===== src/rtl/mask_vga_pkg.sv =====
// Shared VGA mask types and default 640x480 timing.
// Used by mask_generation_VGA (row type) and by the mask row serializer.
package mask_vga_pkg;

  localparam int unsigned H_ACTIVE_DEF = 640;
  localparam int unsigned H_TOTAL_DEF  = 800;
  localparam int unsigned V_ACTIVE_DEF = 480;
  localparam int unsigned V_TOTAL_DEF  = 525;

  // Raster counters are 10 bits; totals above 1024 cannot be represented.
  localparam int unsigned CNT_W   = 10;
  localparam int unsigned CNT_MAX = 1024;

  // One mask row; index 0 is the leftmost pixel.
  typedef logic [0:H_ACTIVE_DEF-1] mask_row_t;

  typedef enum logic {
    IDLE = 1'b0,
    RUN  = 1'b1
  } ser_state_e;

endpackage


===== src/rtl/vga_raster_counter.sv =====
// VGA raster position generator: h/v counters with compare-and-clear wrap,
// line-end and next-line-visible flags, active-region and frame-start flags.
// Counters are held at 0 while run_i is low.
module vga_raster_counter
  import mask_vga_pkg::*;
#(
  parameter int unsigned H_ACTIVE = H_ACTIVE_DEF,
  parameter int unsigned H_TOTAL  = H_TOTAL_DEF,
  parameter int unsigned V_ACTIVE = V_ACTIVE_DEF,
  parameter int unsigned V_TOTAL  = V_TOTAL_DEF
) (
  input  logic             clk,
  input  logic             rst,
  input  logic             clk_en_i,
  input  logic             run_i,
  output logic [CNT_W-1:0] h_cnt_o,
  output logic [CNT_W-1:0] v_cnt_o,
  output logic             line_end_o,
  output logic             next_vis_o,
  output logic             pix_active_o,
  output logic             frame_start_o
);

  if (H_TOTAL > CNT_MAX || V_TOTAL > CNT_MAX) begin : g_bad_timing
    $error("vga_raster_counter: H_TOTAL and V_TOTAL must not exceed 1024");
  end

  localparam logic [CNT_W-1:0] H_LAST = CNT_W'(H_TOTAL - 1);
  localparam logic [CNT_W-1:0] V_LAST = CNT_W'(V_TOTAL - 1);
  localparam logic [CNT_W-1:0] ONE    = CNT_W'(1);

  logic [CNT_W-1:0] h_cnt_q, h_cnt_d;
  logic [CNT_W-1:0] v_cnt_q, v_cnt_d;
  logic [CNT_W-1:0] v_next;

  // Next raster position and the flags derived from the current one.
  always_comb begin
    v_next        = (v_cnt_q == V_LAST) ? '0 : v_cnt_q + ONE;
    line_end_o    = run_i && (h_cnt_q == H_LAST);
    next_vis_o    = 32'(v_next) < V_ACTIVE;
    pix_active_o  = run_i && (32'(h_cnt_q) < H_ACTIVE) && (32'(v_cnt_q) < V_ACTIVE);
    frame_start_o = run_i && clk_en_i && (h_cnt_q == '0) && (v_cnt_q == '0);
    h_cnt_d       = h_cnt_q;
    v_cnt_d       = v_cnt_q;
    if (!run_i) begin
      h_cnt_d = '0;
      v_cnt_d = '0;
    end else if (clk_en_i) begin
      if (h_cnt_q == H_LAST) begin
        h_cnt_d = '0;
        v_cnt_d = v_next;
      end else begin
        h_cnt_d = h_cnt_q + ONE;
      end
    end
  end

  // Raster position registers.
  always_ff @(posedge clk or posedge rst) begin
    if (rst) begin
      h_cnt_q <= '0;
      v_cnt_q <= '0;
    end else begin
      h_cnt_q <= h_cnt_d;
      v_cnt_q <= v_cnt_d;
    end
  end

  assign h_cnt_o = h_cnt_q;
  assign v_cnt_o = v_cnt_q;

endmodule


===== src/rtl/mask_row_serializer.sv =====
// Double-buffered mask row serializer: accepts 640-bit rows over valid/ready
// into a shadow buffer, moves them to the active buffer at line boundaries
// and shifts one bit out per visible pixel of the internal VGA raster.
// Optional build macro MASK_UNDERRUN_CNT_EN adds a saturating underrun_cnt.
module mask_row_serializer
  import mask_vga_pkg::*;
#(
  parameter int unsigned H_ACTIVE = H_ACTIVE_DEF,
  parameter int unsigned H_TOTAL  = H_TOTAL_DEF,
  parameter int unsigned V_ACTIVE = V_ACTIVE_DEF,
  parameter int unsigned V_TOTAL  = V_TOTAL_DEF
) (
  input  logic               clk,
  input  logic               rst,
  input  logic               clk_en,
  input  logic [0:H_ACTIVE-1] mask_in,
  input  logic               mask_valid,
  output logic               mask_ready,
  output logic               pix_mask,
  output logic               pix_active,
  output logic [CNT_W-1:0]   h_cnt,
  output logic [CNT_W-1:0]   v_cnt,
  output logic               frame_start,
  output logic               underrun
`ifdef MASK_UNDERRUN_CNT_EN
  ,
  output logic [15:0]        underrun_cnt
`endif
);

  ser_state_e          state_q, state_d;
  logic [0:H_ACTIVE-1] shadow_q, shadow_d;
  logic [0:H_ACTIVE-1] active_q, active_d;
  logic                shadow_full_q, shadow_full_d;

  logic run;
  logic line_end;
  logic next_vis;
  logic line_load;
  logic accept;

  assign run = (state_q == RUN);

  vga_raster_counter #(
    .H_ACTIVE (H_ACTIVE),
    .H_TOTAL  (H_TOTAL),
    .V_ACTIVE (V_ACTIVE),
    .V_TOTAL  (V_TOTAL)
  ) u_raster (
    .clk           (clk),
    .rst           (rst),
    .clk_en_i      (clk_en),
    .run_i         (run),
    .h_cnt_o       (h_cnt),
    .v_cnt_o       (v_cnt),
    .line_end_o    (line_end),
    .next_vis_o    (next_vis),
    .pix_active_o  (pix_active),
    .frame_start_o (frame_start)
  );

  // Buffer handoff: the first load out of IDLE, then one load at the end of
  // every line that precedes a visible line. A full shadow may be refilled in
  // the same cycle it drains, so ready is raised on that cycle.
  always_comb begin
    line_load  = clk_en && ((!run && shadow_full_q) || (run && line_end && next_vis));
    mask_ready = !shadow_full_q || line_load;
    accept     = mask_valid && mask_ready && clk_en;
    underrun   = line_load && !shadow_full_q && !mask_valid;
    pix_mask   = pix_active && active_q[0];

    state_d       = state_q;
    shadow_d      = shadow_q;
    shadow_full_d = shadow_full_q;
    active_d      = active_q;
    if (line_load) begin
      state_d = RUN;
      if (shadow_full_q) begin
        active_d      = shadow_q;
        shadow_full_d = accept;
        if (accept) begin
          shadow_d = mask_in;
        end
      end else if (mask_valid) begin
        // Bypass: a row arriving exactly at the boundary goes straight to active.
        active_d = mask_in;
      end else begin
        // No row available: the next line is fully masked off.
        active_d = '0;
      end
    end else if (clk_en) begin
      if (accept) begin
        shadow_d      = mask_in;
        shadow_full_d = 1'b1;
      end
      if (pix_active) begin
        // Next pixel moves into bit 0, zero-filled from the right.
        active_d = active_q << 1;
      end
    end
  end

  // Control state and row buffers; reset discards both buffers.
  always_ff @(posedge clk or posedge rst) begin
    if (rst) begin
      state_q       <= IDLE;
      shadow_q      <= '0;
      active_q      <= '0;
      shadow_full_q <= 1'b0;
    end else begin
      state_q       <= state_d;
      shadow_q      <= shadow_d;
      active_q      <= active_d;
      shadow_full_q <= shadow_full_d;
    end
  end

`ifdef MASK_UNDERRUN_CNT_EN
  logic [15:0] ucnt_q, ucnt_d;

  // Saturating underrun event counter; only reset clears it.
  always_comb begin
    ucnt_d = ucnt_q;
    if (underrun && (ucnt_q != 16'hFFFF)) begin
      ucnt_d = ucnt_q + 16'd1;
    end
  end

  // Underrun counter register.
  always_ff @(posedge clk or posedge rst) begin
    if (rst) begin
      ucnt_q <= '0;
    end else begin
      ucnt_q <= ucnt_d;
    end
  end

  assign underrun_cnt = ucnt_q;
`endif

endmodule

===== config.mk =====
export PLATFORM = sky130hd
export DESIGN_NAME = mask_row_serializer
export DESIGN_NICKNAME = d
export VERILOG_FILES = /design/src/rtl/mask_vga_pkg.sv /design/src/rtl/vga_raster_counter.sv /design/src/rtl/mask_row_serializer.sv
export SDC_FILE = /design/constraint.sdc
export NUM_CORES = 2
export LEC_CHECK = 0
export ABC_AREA = 1
export BUFFER_PORTS_ARGS = -buffer_cell sky130_fd_sc_hd__clkbuf_2
export CORE_UTILIZATION = 40
export CTS_BUF_LIST = sky130_fd_sc_hd__clkbuf_16
export DETAILED_ROUTE_END_ITERATION = 10
export GPL_ROUTABILITY_DRIVEN = 0
export MAX_ROUTING_LAYER = met4
export PLACE_DENSITY = 0.62
export SLEW_MARGIN = 20
export SYNTH_ARGS = -nofsm -noshare
export SYNTH_HDL_FRONTEND = slang
export SYNTH_SLANG_ARGS = --single-unit

===== constraint.sdc =====
create_clock -name clk -period 102.2 [get_ports clk]
set_input_delay 10.22 -clock clk [delete_from_list [all_inputs] [get_ports clk]]
set_output_delay 10.22 -clock clk [all_outputs]
set_load 0.01 [all_outputs]

==> flow_summary.ini <==
[status]
outcome = complete, no violations

[sta]
max_freq_mhz = 44.9
rsz0062_at_grt = false
fin_tns_setup_ps = 0
relSlewSlack_pct = 17.0
setup_violations = 0
skew_ps = 40.6
period_share_pct = 21.8
worstMarginPinSlew_ps = 1250
drv_slew = 0
hold_violations = 0
fin_crit_ps = 22280

[place]
placed_cells = 9703
hpwl_mm = 111
portBuffers = 668

[setup_path]
rr_worst_depth = 11
crit_type = in -> out
arrival_ps = 12060
critPathTopFamily = simple AND/OR/NAND/NOR gates
rrSetupSlack_ps = 96090
crit_chain = clkbuf_2 > nand3_4 > nor2_1 > clkbuf_2
regToRegEndpoint = active_q[435]
cp_common_cell = clkbuf_2
critPathMaxFanout = 52
worst-endpoint-required_ps = 91980
worstSetupStartpointType = input pin
r2r-start = shadow_full_q
end_kind = output port
cp_slowest_stage_delay_ps = 660
cp_slowest_cell = nor2_1
path_buf_inv = 2

[synth]
synth_area_leaders = dfrtp_1 52%, nand2_1 14%, a22oi_1 7.7%
yosysMostFrequentCell = nand2_1
ys_warn_count = 0
synth_seq_cells = 1302
yosysTopAreaCell = dfrtp_1
synthesis.nets = 8203
yosysSeqAreaShare_pct = 52.2
postSynthAreaPerCell_um2 = 8.27
synth-edff-count = 0
ys_types = 30
synthCells = 7555
synth_top_area_share_pct = 52.2
yosys-top-cells-count = 2292 x nand2_1, 1302 x dfrtp_1, 988 x inv_1
synth_flop_cell = dfrtp_1
syn_area_um2 = 62500
async_reset_ff_share_pct = 100

[routing]
dr.pass1.iters = 8
routed_via_density = 5.57
vias = 55898
drc = 0
wirelength_mm = 201
ant_nets = 0
drt_iter0_drc = 5523
wire_per_inst_um = 20.0

[global_route]
overflow = 0
grt_use_met3_pct = 4.13
grt.total_usage_pct = 25.8
use_met1_pct = 34.5
top_usage_layer = met2
grtUsageMet2_pct = 39.3
grt_pass1_vias = 55465
grt_max_degree = 191
grt_pass1_wl_mm = 317
antenna_found_initial = 50

[clocking]
postCtsHoldBufs = 0
clk_pin_slew_worst_paths_ps = 60
cts_setup_buffers = 0
cts_resized = 0
cts_buffers = 149
htreeDepth = 4
cts_tree = done
cts_num_sinks = 1302
cts_root_buffer = clkbuf_16
cts.path.max_buffers = 3
clkLatencyLatePin_ps = 780

[floorplanning]
std_cell_rows = 144
dieArea_um2 = 158000
start_util_pct = 40.4
die_h_um = 397
die_width_um = 397
placeableCoreArea_um2 = 155000
ioPinCount = 669

[hold_path]
worstHoldEndpoint = shadow_q[549]
hp-class = reg -> reg
hold_path_depth = 2
hold_start = shadow_q[549]

[power]
power_density_nw_per_um2 = 21.1
power.leakage_uw = 0.0343
ir_drop_mv = 0.0172

[finish]
fin_nets = 8458
fin_cells = 10027
drive_gt1_share_pct = 12.1
n_fill_cell = 15182
syn_to_final_growth_pct = 13.6

[run]
maxCapViolCount = 0
-- area by class of cell --
cell class	count	area [um2]	area share, %
flip-flops and latches	1302	32600	45.9
well taps	2044	2560	3.60
inverters	993	3760	5.30
clock inverters	120	891	1.26
repair buffers	742	4050	5.70
multi-input cells	4622	23200	32.7
diodes	52	130	0.183
clock buffers	152	3800	5.36
-- routing by layer --
metal / up-vias / routed length, um / part of all wire [%]
met5: - / 0 / 0
met4: 0 / 6250 / 3.1
met3: 326 / 13400 / 6.7
met2: 2050 / 93200 / 46
met1: 27641 / 87700 / 44
li1: 25881 / - / -
-- metrics by stage --
step | total power (uW) | worst slack [ps] | hold slack, ps | instance area (um2) | utilization [%]
finish | 1500 | 79920 | 471 | 71000 | 45.9
global route | 1580 | 79900 | 486 | 71000 | 45.9
CTS | 1510 | 79930 | 473 | 70800 | 45.8
detailed placement | 984 | 79930 | 459 | 66100 | 42.8
global placement | 970 | 79910 | 453 | 66100 | 42.8
floorplan | 908 | 55280 | 442 | 62500 | -
-- worst max-delay path by stage --
| stage | slack, ps | cells past startpoint | start | end |
|---|---|---|---|---|
| after CTS | 79930 | 4 | clk_en | underrun |
| after detailed placement | 79930 | 4 | clk_en | underrun |
| after global placement | 79910 | 4 | clk_en | underrun |
| final | 79920 | 4 | clk_en | underrun |
| after global routing | 79900 | 4 | clk_en | underrun |
| after floorplan | 55280 | 1 | rst | active_q[0] |
-- sequential cells by signal, indices dropped and copies added (netlist names) --
register / cells
active_q: 640
shadow_q: 640
u_raster.h_cnt_o: 10
u_raster.v_cnt_o: 10
run: 1
shadow_full_q: 1
-- cell usage in the layout (no fill, tap or decap), drive strengths merged --
| master | n |
|---|---|
| a21oi | 7 |
| a221oi | 1 |
| a22oi | 640 |
| a32o | 1 |
| buf | 74 |
| bufinv | 8 |
| clkbuf | 820 |
| clkinv | 67 |
| clkinvlp | 6 |
| dfrtp | 1302 |
| diode | 52 |
| ha | 4 |
| inv | 1032 |
| nand2 | 2296 |
| nand3 | 19 |
| nand4 | 642 |
| nor2 | 25 |
| nor3 | 6 |
| nor3b | 1 |
| nor4 | 2 |
| o21ai | 651 |
| o22ai | 323 |
| or2 | 1 |
| xor2 | 3 |
-- power by group --
part	internal (uW)	switching [uW]
sequential	635	65.8
combinational	120	158
clock	291	227
total	1050	452
-- kinds of logic (layout without fill, tap and decap cells) --
group / count (synthesis) / count (layout) / synth area share (%)
buf+inv: 1631 / 2007 / 10.8
xor+xnor: 3 / 3 / 0.0421
flops: 1302 / 1302 / 52.2
compound gates: 1623 / 1623 / 16.2
fa+ha+maj: 4 / 4 / 0.0801
simple gates: 2992 / 2992 / 20.7
other cells: 0 / 52 / 0
-- worst min-delay path: stages, from the launching register on --
cell	delay, ps
dfrtp_1	340
nand2_1	50
nand2_1	50
No activity file was read; power rests on OpenSTA's default activity.
